**src/rtl/stream_mux_arb.sv**
```systemverilog
// stream_mux_arb: N-channel, W-bit stream multiplexer with valid/ready inputs,
// a fixed-select or round-robin grant, and a one-entry registered output stage.
//
// Handshake rule used on every port: a word moves on a rising clock edge when
// valid and ready are both high in that cycle. A producer keeps valid and data
// steady until the word moves. in_ready is combinational and at most one bit
// is high at a time. out_data/out_chan do not change while out_valid=1 and
// out_ready=0.
module stream_mux_arb #(
    parameter int WIDTH    = 16,
    parameter int CHANNELS = 4,
    parameter int SEL_W    = $clog2(CHANNELS)
) (
    input  logic                         clk,
    input  logic                         reset_n,
    input  logic [CHANNELS*WIDTH-1:0]    in_data,
    input  logic [CHANNELS-1:0]          in_valid,
    output logic [CHANNELS-1:0]          in_ready,
    input  logic                         mode,
    input  logic [SEL_W-1:0]             sel,
    output logic [WIDTH-1:0]             out_data,
    output logic [SEL_W-1:0]             out_chan,
    output logic                         out_valid,
    input  logic                         out_ready
);

    // After reset the pointer sits on the highest channel so channel 0 wins first.
    localparam logic [SEL_W-1:0] LAST_RST = SEL_W'(CHANNELS - 1);

    logic [SEL_W-1:0] last;
    logic [SEL_W-1:0] grant_idx;
    logic             grant_vld;
    logic             can_load;
    logic             load;

    // Pick the granted channel: the sel channel in fixed mode (an out-of-range
    // sel matches no channel), otherwise the first valid channel after last.
    always_comb begin
        int idx;
        grant_vld = 1'b0;
        grant_idx = '0;
        idx       = 0;
        if (!mode) begin
            for (int i = 0; i < CHANNELS; i++) begin
                if (sel == SEL_W'(i) && in_valid[i]) begin
                    grant_vld = 1'b1;
                    grant_idx = SEL_W'(i);
                end
            end
        end else begin
            for (int k = 1; k <= CHANNELS; k++) begin
                idx = (int'(last) + k) % CHANNELS;
                if (!grant_vld && in_valid[idx]) begin
                    grant_vld = 1'b1;
                    grant_idx = SEL_W'(idx);
                end
            end
        end
    end

    // Accept only when the output register is free or draining this cycle;
    // nothing is accepted while reset is held.
    always_comb begin
        can_load = !out_valid || out_ready;
        load     = can_load && grant_vld && reset_n;
        in_ready = '0;
        if (load) begin
            in_ready[grant_idx] = 1'b1;
        end
    end

    // Output register: reload on an input transfer, empty on a pure drain.
    always_ff @(posedge clk or negedge reset_n) begin
        if (!reset_n) begin
            out_valid <= 1'b0;
            out_data  <= '0;
            out_chan  <= '0;
        end else if (load) begin
            out_valid <= 1'b1;
            out_data  <= in_data[grant_idx*WIDTH +: WIDTH];
            out_chan  <= grant_idx;
        end else if (out_ready) begin
            out_valid <= 1'b0;
        end
    end

    // Round-robin pointer follows every accepted word, whichever mode granted it.
    always_ff @(posedge clk or negedge reset_n) begin
        if (!reset_n) begin
            last <= LAST_RST;
        end else if (load) begin
            last <= grant_idx;
        end
    end

endmodule

```
**config.mk**
```make
export PLATFORM = sky130hd
export DESIGN_NAME = stream_mux_arb
export DESIGN_NICKNAME = d
export VERILOG_FILES = /design/src/rtl/stream_mux_arb.sv
export SDC_FILE = /design/constraint.sdc
export NUM_CORES = 1
export LEC_CHECK = 0
export ABC_AREA = 1
export CAP_MARGIN = 20
export CORE_MARGIN = 2
export CORE_UTILIZATION = 45
export DETAILED_ROUTE_END_ITERATION = 12
export MAX_ROUTING_LAYER = met4
export PLACE_DENSITY = 0.87
export SYNTH_ARGS = -nofsm -noshare
export SYNTH_HDL_FRONTEND = slang
export SYNTH_SLANG_ARGS = --single-unit
export TNS_END_PERCENT = 5
```
**constraint.sdc**
```tcl
create_clock -name clk -period 5.2 [get_ports clk]
set_clock_uncertainty 0.2 [all_clocks]
set_input_delay 0.52 -clock clk [delete_from_list [all_inputs] [get_ports clk]]
set_output_delay 0.52 -clock clk [all_outputs]
set_load 0.01 [all_outputs]
```
# Word level (Yosys, flattened, before mapping)
# Index checks and enable logic that the tools add are counted.
[totals] ff_bits=21 input_bits=74 wordCells=80
[classes] order_cmp=6 eq_ne=3 muxes=37 bitwise=4 n_reduce_logical=21 addsub=4 n_shift=1
[ops] operator="64-bit by 7-bit indexed part select with 16-bit output" count=1
[ops] operator="1-bit 2-to-1 mux" count=24
[ops] operator="3-bit by 4-bit less-than comparator with 1-bit output, second input constant" count=4
[ops] operator="2-bit 2-to-1 mux" count=7
[ops] operator="1-bit logical AND" count=10
[ops] operator="1-bit binary-select mux with 2-bit select" count=4
[ops] operator="2-bit OR reduction" count=4
[ops] operator="2-bit by 1-bit adder with 2-bit output, second input constant" count=2
[ops] operator="2-bit adder, second input constant" count=2
[ops] operator="1-bit bitwise AND, first input constant" count=4
[ops] operator="2-bit == test, second input constant" count=2
[ops] operator="1-bit zero test" count=4
[ops] operator="4-bit 2-to-1 mux" count=1
[ops] operator="2-bit by 3-bit less-than comparator with 1-bit output, second input constant" count=1
[ops] operator="1-bit demux with 2-bit select" count=1
[ops] operator="2-bit by 1-bit == test with 1-bit output, second input constant" count=1
[ops] operator="2-bit by 1-bit >= comparator with 1-bit output, second input constant" count=1
[ops] operator="2-bit zero test" count=1
[ops] operator="2-bit nonzero test" count=1
[ops] operator="1-bit logical OR" count=1

# Logic depth before layout (Yosys ltp)
# Gate-level depths: netlist (run 1).
[depth] ltp_word=25 ltp_mapped=18 mapped_depth_nobuf=16

# Least setup slack after synthesis (run 1)
# OpenSTA, ideal clock, no wires.
[synth_path] kind="register to output" start="register last[0]" end="output in_ready[2]" slack_ns=2.634 t_required_ns=4.480 path_stages_with_launch=15 arrival_time_ns=1.846 path_buffers=2 path_cell_list="dfstp_2 buf_4 inv_4 nand2_1 nand2_1 nand2_1 nand2_1 nor2_4 nand3_1 nand2_2 nor2_4 nor2_8 buf_6 nand2_1 nor2_1"
[synth_between] elab_chain_len=23 elab_cells_between_ends=43 classes_between="4 x add/sub; 2 x order compare; 28 x mux; 9 x reduce/logical"
[synth_lines] element="from (decl)" line="30" rtl="logic [SEL_W-1:0] last;"
[synth_lines] element="from (signal assigned)" line="92" rtl="last <= grant_idx;"
[synth_lines] element="2-bit by 1-bit adder with 2-bit output" line="52" rtl="idx = (int'(last) + k) % CHANNELS;"
[synth_lines] element="1-bit binary-select mux with 2-bit select" line="53" rtl="if (!grant_vld && in_valid[idx]) begin"
[synth_lines] element="1-bit 2-to-1 mux (implied by the code) (2 in series)" line="53"
[synth_lines] element="1-bit 2-to-1 mux" line="53"
[synth_lines] element="1-bit 2-to-1 mux" line="43" rtl="if (!mode) begin"
[synth_lines] element="1-bit zero test" line="53"
[synth_lines] element="1-bit logical AND" line="53"
[synth_lines] element="1-bit 2-to-1 mux" line="53"
[synth_lines] element="[6 not listed]"
[synth_lines] element="1-bit logical AND" line="53"
[synth_lines] element="2-bit 2-to-1 mux" line="53"
[synth_lines] element="2-bit 2-to-1 mux" line="43"
[synth_lines] element="2-bit by 3-bit less-than comparator with 1-bit output (implied by the code) / 2-bit by 1-bit >= comparator with 1-bit output (equally long branches)" line="68" rtl="in_ready[grant_idx] = 1'b1;"
[synth_lines] element="1-bit logical AND (implied by the code)" line="68"
[synth_lines] element="1-bit 2-to-1 mux (implied by the code)" line="68"
[synth_lines] element="1-bit demux with 2-bit select" line="68"
[synth_lines] element="4-bit 2-to-1 mux *" line="67" rtl="if (load) begin"
[synth_lines] element="to (decl)" line="18" rtl="output logic [CHANNELS-1:0] in_ready,"
# Every way passes the cells marked *; elsewhere a longest branch is shown, timed or not. The select of a mux whose other input is x is not followed.

# Worst setup path in the final report (run 1)
[layout_path] start="input sel[0]" end="output in_ready[3]"
[layout_between] elab_chain_len=11 elab_cells_between_ends=25 classes_between="2 x order compare; 3 x eq/ne; 12 x mux; 8 x reduce/logical"
[layout_lines] element="from (decl)" line="20" rtl="input logic [SEL_W-1:0] sel,"
[layout_lines] element="2-bit by 1-bit == test with 1-bit output" line="45" rtl="if (sel == SEL_W'(i) && in_valid[i]) begin"
[layout_lines] element="1-bit logical AND" line="45"
[layout_lines] element="1-bit 2-to-1 mux" line="45"
[layout_lines] element="2-bit 2-to-1 mux (2 in series)" line="45"
[layout_lines] element="2-bit 2-to-1 mux" line="43"
[layout_lines] element="2-bit by 3-bit less-than comparator with 1-bit output (implied by the code) / 2-bit by 1-bit >= comparator with 1-bit output (equally long branches)" line="68"
[layout_lines] element="1-bit logical AND (implied by the code)" line="68"
[layout_lines] element="1-bit 2-to-1 mux (implied by the code)" line="68"
[layout_lines] element="1-bit demux with 2-bit select" line="68"
[layout_lines] element="4-bit 2-to-1 mux *" line="67"
# Every way passes the cells marked *; elsewhere a longest branch is shown, timed or not.

==> impl_results.md, run 1 <==
- Crit-path cells: clkdlybuf4s50_1, nand3_1, nand2_1, a31o_2, buf_4, nor3_1, nor2_1, nand2_1, inv_1, nand2_1, nor2_1, clkdlybuf4s50_1
- #FFs+latches synth: 21
- Clock net sink count: 21
- Routed vias: between 2000 and 2500
- Post-Synthesis Cells: 353
- R2R Setup Slk: around 2.5 ns
- Register share of total power: around a quarter
- Switching Fraction: 47.67%
- Sequential area share after synthesis: 26.21%
- Starting Density: 46.59%
- Yosys warnings: 0
- Worst path max stage delay: 0.55 ns
- Internal Pwr Total: about 0.66 mW
- EDFF count, synth: 0
- Clk pwr share: 8.7%
- Share of cells above drive strength 1: 6.378%
- Die Area: 0.005028 mm2
- Clk buf depth: 2
- Fill count: just under 400
- Post-DP HPWL: 4314 um
- # DRC: 0
- Async SR Flop Fraction: 100.0%
- Worst-Margin Slew: around 0.58 ns
- Largest net degree at the start of global routing: 35
- Post-route clock period utilization: 77.72%
- Vert. Die Dim: 70.91 um
- RSZ-0062 raised after global routing: false
- Syn Nets: between 400 and 500
- Comb pwr share: 67.2%
- Max-cap violations: 0
- CP Launch Type: input port
- Gpl congestion: between 0.8 and 0.9
- Routed WL: approximately 5500 um
- CTS Root Buffer Type: clkbuf_8
- CTS tree: built
- Critical path's slowest cell: clkdlybuf4s50_1
- Setup Viol. Count Final: 0
- Hold Violations, Final: 0
- Setup TNS: 0 ns
- Mapped cell area: 0.002014 mm2
- CTS Buf Count: 3
- Router iterations before antenna repair: 4
- CTS H-tree depth: 1
- Reg2reg start: last[0]
- CP required: 4.48 ns
- WHS Path Cells: 2
- Top FF cell, synth: dfrtp_1
- GRT Overall Usage: 22.64%
- Multi-input logic area: 0.001079 mm2
- CTS clock-pin slew for the worst setup and hold paths: 0.07 ns
- Port bufs: 96
- Nets: 514
- Lkg Pwr: 1.687 nW
- Inserted Diodes: 0
- Via density per instance: 4.743
- Maximum VDD drop: 204.6 uV
- Register area: 528.0 um2
- Core Rows: 24
- Crit path arrival time: 3.32 ns
- Synth-to-Final Area Change: 48.88%
- CP max FO: 34
- Synth unique cells: 25
- R2r worst-path depth: 15
- Final Total Pwr: 1.254 mW
- First-pass GRT wire length: 9059 um
- Top Ports: 97
- Post-Place Worst Slack: 1.196 ns
- CTS resizes: 0
- R2R Path End: out_data[8]
- PwrDens: approximately 420 mW/mm2
- F_max: 247.4 MHz
- Post-CTS Setup Inserts: 0
- Outcome: finished clean
- Later-pin clock latency in the skew report: 0.27 ns
- Die width: 70.91 um
- Vias in the first global route: between 2000 and 2500
- Hold Crit Start: out_data[13]
- Worst rel slew slack: roughly three fifths
- Syn Area/Cell: between 5 and 6 um2
- PnR worst setup slack: 1.158 ns
- Final ANT Viol Nets: 0
- Endpoint, Worst Hold: out_data[13]
- Max Slew Vio Count: 0
- WS Path Type: input port to primary output
- Detailed Route Iter0 Violations: 225
- Total core area: 0.004324 mm2
- Cts-stage hold buffer count: 0
- GR Overflow Total: 0
- Crit path top cell by count: nand2_1
- Switching power total: between 0.5 and 0.6 mW
- Crit end category: primary output
- Min cycle time layout: 4.042 ns
- Wire per inst: 11.27 um
- Antenna violations before repair: 0
- Worst Hold Class: flip-flop to flip-flop
==> layout make-up <==
class,instances,share of cell area (%)
flip-flops and latches,21,17.61
well taps,52,2.169
inverters,78,9.846
clock inverters,1,0.2503
clock buffers,3,1.377
multi-input cells,237,35.96
repair buffers,99,32.79
==> synth_stat cells, types with 3 or more instances <==
cell type  number  area (um2)
buf_2           6       30.03
nand2_1       134       503.0
inv_2           4       15.01
o21ai_0         3       15.01
buf_6           4       45.04
nor3_1          3       15.01
buf_4           3       22.52
nand3_1        71       355.3
clkbuf_1        3       11.26
nand2_2         6       37.54
nor2_1          9       33.78
inv_1          73       274.0
dfrtp_1        19       475.5
==> stage by stage <==
| stage | instances | cell area [um2] | hold WS [ns] | utilization [%] |
|---|---|---|---|---|
| after floorplan | 353 | 2014 | 0.02441 | - |
| after global placement | 487 | 2950 | 0.2629 | 68.23 |
| after detailed placement | 487 | 2950 | 0.2644 | 68.23 |
| after CTS | 491 | 2999 | 0.2843 | 69.36 |
| after global routing | 491 | 2999 | 0.3028 | 69.36 |
| final | 491 | 2999 | 0.2798 | 69.36 |
==> sequential cells by signal, indices dropped and copies added (netlist names) <==
| register | count |
|---|---|
| out_data | 16 |
| out_valid | 1 |
| out_chan | 2 |
| last | 2 |
==> worst max path at each step <==
stage	to	cells after the start	slack, ns	from
6_report	in_ready[3]	12	1.16	sel[0]
5_1_grt	in_ready[3]	12	0.92	sel[0]
4_1_cts	in_ready[3]	12	1.13	sel[0]
3_5_place_dp	in_ready[3]	12	1.20	sel[0]
3_3_place_gp	in_ready[3]	12	1.37	sel[0]
2_1_floorplan	in_ready[2]	14	2.63	last[0]
==> layout by cell type, fill, tap and decap left out, drive strengths merged <==
cell type,n
nand2,142
clkdlybuf4s50,96
inv,78
nand3,71
dfrtp,19
nor2,12
o21ai,4
nor3,3
clkbuf,3
buf,3
dfstp,2
a21oi,1
a31o,1
nand4,1
a31oi,1
o21bai,1
clkinvlp,1
==> logic make-up (layout without fill, tap and decap cells) <==
logic type,after synthesis,count (layout),synth area share [%]
and+or+nand+nor,229,229,50.43
buffers and inverters,95,181,20.25
AOI/OAI and AO/OA,8,8,3.106
DFF,21,21,26.21
==> routing by layer <==
layer / vias up / track usage [%] / wire length (um)
met1: 1005 / 30.35 / 2424
li1: 1227 / - / -
met4: 0 / 8.595 / 150
met3: 13 / 1.994 / 352
met2: 84 / 35.62 / 2608
met5: - / - / 0
==> power by group through the flow <==
stage	Combinational, mW	Sequential (mW)	Clock [mW]
finish	0.843	0.302	0.109
global route	0.943	0.311	0.119
CTS	0.846	0.300	0.112
detailed placement	0.841	0.303	0
global placement	0.827	0.302	0
floorplan	0.558	0.320	0
==> worst max-delay path, delay by kind of cell <==
family                 cells  cell delay [ns]
buffers and inverters      4             1.83
AND/OR/NAND/NOR            7             0.85
AO/OA/AOI/OAI              1             0.11
(Power assumes the default switching activity.)
==> inputs of run 2 (changes only) <==
--- a/config.mk
+++ b/config.mk
@@ -8,10 +8,10 @@
 export ABC_AREA = 1
 export CAP_MARGIN = 20
 export CORE_MARGIN = 2
-export CORE_UTILIZATION = 45
+export CORE_UTILIZATION = 41
 export DETAILED_ROUTE_END_ITERATION = 12
 export MAX_ROUTING_LAYER = met4
-export PLACE_DENSITY = 0.87
+export PLACE_DENSITY = 0.81
 export SYNTH_ARGS = -nofsm -noshare
 export SYNTH_HDL_FRONTEND = slang
 export SYNTH_SLANG_ARGS = --single-unit
==> constraint.sdc (replaced) <==
create_clock -name clk -period 4.2 [get_ports clk]
set_clock_uncertainty 0.2 [all_clocks]
set_input_delay 0.42 -clock clk [delete_from_list [all_inputs] [get_ports clk]]
set_output_delay 0.42 -clock clk [all_outputs]
set_load 0.01 [all_outputs]
==> run 2 against run 1 <==
- utilization fell by 5.5 points
- setup slack got worse by 0.73 ns
- non-clock buffer count did not move
- largest power group unchanged
- register-to-register slack got worse by 1.0 ns
- power rose by 24%
- count of clock-buffer cells in the layout did not move
- combinational power rose by 25%
- clock power rose by 21%
- first-iteration DRC count rose by 8.4%
- sequential cell count did not move
==> impl_results.md, run 2 (synthesized netlist as in run 1, its figures left out) <==
- Wire per inst: 11.60 um (+2.9%)
- Multi-input logic area: 0.001079 mm2 (unchanged)
- Fin util: 63.84% (-5.5 points)
- Maximum VDD drop: 201.3 uV (-1.6%)
- GR Overflow Total: 0 (unchanged)
- Worst rel slew slack: 58.49% (-2.9 points)
- Crit path top cell by count: nand2_1
- Core Rows: 25 (+4.2%)
- CP required: 3.58 ns (-0.90 ns)
- Most frequent cells in the layout: nand2_1 (134), clkdlybuf4s50_1 (96), inv_1 (73)
- Gpl congestion: 0.9258 (+7.2%)
- Switching power total: 0.7484 mW (+25%)
- Total core area: 0.004723 mm2 (+9.2%)
- Hold slack: 0.2818 ns (+0.002084 ns)
- Internal Pwr Total: 0.8112 mW (+24%)
- Setup TNS: 0 ns (unchanged)
- Via density per instance: 4.678 (-1.4%)
- Post-route design area: 0.003015 mm2 (+0.54%)
- Inserted Diodes: 0 (unchanged)
- Die Area: 0.005490 mm2 (+9.2%)
- Worst-Margin Slew: 0.6219 ns (+0.04307 ns)
- Worst path max stage delay: 0.62 ns (+0.07 ns)
- CTS tree: built
- Later-pin clock latency in the skew report: 0.25 ns (-0.02 ns)
- Max-cap violations: 0 (unchanged)
- # DRC: 0 (unchanged)
- Routed WL: 5868 um (+6.0%)
- Detailed Route Iter0 Violations: 244 (+8.4%)
- CP Launch Type: flip-flop
- Commonest non-fill, non-tap cell in the layout: nand2_1
- Worst Hold Class: flip-flop to flip-flop
- First-pass GRT wire length: 9528 um (+5.2%)
- F_max: approximately 260 MHz
- Min cycle time layout: 3.776 ns
- Crit-path cells: inv_2, nand2_1, nand2_2, nand2_1, nand2_2, nand2_1, nand2_1, nor2_1, nand2_1, nand2_4, nand2_4, inv_2, nand2_1, nor2_1, clkdlybuf4s50_1
- Comb pwr share: 67.1% (about the same)
- Post-CTS Setup Inserts: 0 (unchanged)
- Post-route clock period utilization: 89.90%
- WS Path Type: flip-flop to primary output
- GRT Overall Usage: 22.62% (about the same)
- Cts-stage hold buffer count: 0 (unchanged)
- Antenna violations before repair: 0 (unchanged)
- Share of cells above drive strength 1: 6.378% (unchanged)
- Switching Fraction: 47.99% (+0.31 points)
- CP delay by family, top: simple AND/OR/NAND/NOR gates
- Cell Area, Placed: 0.002969 mm2 (+0.64%)
- RSZ-0062 raised after global routing: false
- Vias in the first global route: 2052 (unchanged)
- CTS Root Buffer Type: clkbuf_8
- Clk pwr share: 8.5% (-0.2 points)
- Die width: 74.10 um (+4.5%)
- Hold Violations, Final: 0 (unchanged)
- Port bufs: 96 (unchanged)
- Router iterations before antenna repair: 5 (+1)
- CTS resizes: 0 (unchanged)
- Register share of total power: 24.4% (+0.3 points)
- Largest regs: out_data: 16 flops, last: 2 flops, out_chan: 2 flops
- Post-DP HPWL: 4605 um (+6.7%)
- Routed vias: 2367 (+1.6%)
- CTS clock-pin slew for the worst setup and hold paths: 0.08 ns (about the same)
- Starting Density: 42.65% (-3.9 points)
- Max Slew Vio Count: 0 (unchanged)
- Most flop-heavy register: out_data
- Fill count: 449 (+17%)
- PwrDens: 517.2 mW/mm2 (+24%)
- Clock net sink count: 21 (unchanged)
- Outcome: finished clean
- CTS Buf Count: 3 (unchanged)
- Worst path bufs/invs: 3 (-1)
- Clk buf depth: 2 (unchanged)
- Register area: 528.0 um2 (unchanged)
- Final ANT Viol Nets: 0 (unchanged)
- Max reg flops: 16 (unchanged)
- Nets: 514 (unchanged)
- Vert. Die Dim: 74.10 um (+4.5%)
- CP max FO: 33 (-2.9%)
- Top Ports: 97 (unchanged)
- Critical path's slowest cell: dfstp_2
- Crit end category: primary output
- Largest net degree at the start of global routing: 34 (-2.9%)
- CTS H-tree depth: 1 (unchanged)
- Setup Viol. Count Final: 0 (unchanged)
- Lkg Pwr: 1.691 nW (+0.22%)
- Synth-to-Final Area Change: 49.69%
- Crit path arrival time: 3.16 ns (-0.16 ns)
-- run 2: cell types whose count changed in the layout (fill, tap and decap cells not counted), sizes merged --
cell / delta
clkinvlp: -1
clkinv: +1
-- run 2: power groups by stage --
stage          Sequential, mW  Clock [mW]  Combinational (mW)
6_report                0.381       0.132                1.05
5_1_grt                 0.392       0.141                1.18
4_1_cts                 0.379       0.135                1.05
3_5_place_dp            0.383           0                1.04
3_3_place_gp            0.380           0                1.02
2_1_floorplan           0.396           0               0.690
-- run 2: worst register-to-register path: cells and delay by family, from the launching register on --
| family | cells | cell delay (ns) |
|---|---|---|
| flops | 1 | 0.62 |
| buf+inv | 1 | 0.09 |
| simple gates | 15 | 1.73 |
-- run 2: area by class of cell --
| type | count | area share (%) |
|---|---|---|
| clock buffers | 3 | 1.369 |
| clock inverters | 1 | 0.1660 |
| inverters | 78 | 9.793 |
| multi-input cells | 237 | 35.77 |
| flip-flops and latches | 21 | 17.51 |
| well taps | 67 | 2.780 |
| repair buffers | 99 | 32.61 |
-- run 2: final timing paths --
path                                  start           to  cells past startpoint  slack (ns)
worst max-delay path                last[1]  in_ready[3]                     15        0.42
worst min-delay path            out_chan[0]  out_chan[0]                      2        0.28
worst max register to register      last[1]  out_data[9]                     16        1.51
worst min register to register  out_chan[0]  out_chan[0]                      2        0.28
max in group asynchronous           reset_n      last[0]                      2        3.16
min in group asynchronous           reset_n  out_data[9]                      2        0.37
-- run 2: per-layer routing --
layer	wire length (um)	track usage, %
met1	2538	31.67
met2	2903	35.52
met3	335	2.033
met4	91	5.051
met5	0	-
-- run 2: per-stage QoR --
stage          power [mW]  setup WS [ns]  std cells
2_1_floorplan       1.086          1.734        353
3_3_place_gp        1.404         0.6279        502
3_5_place_dp        1.425         0.4988        502
4_1_cts             1.561         0.4370        506
5_1_grt             1.715        0.07832        506
6_report            1.560         0.4242        506
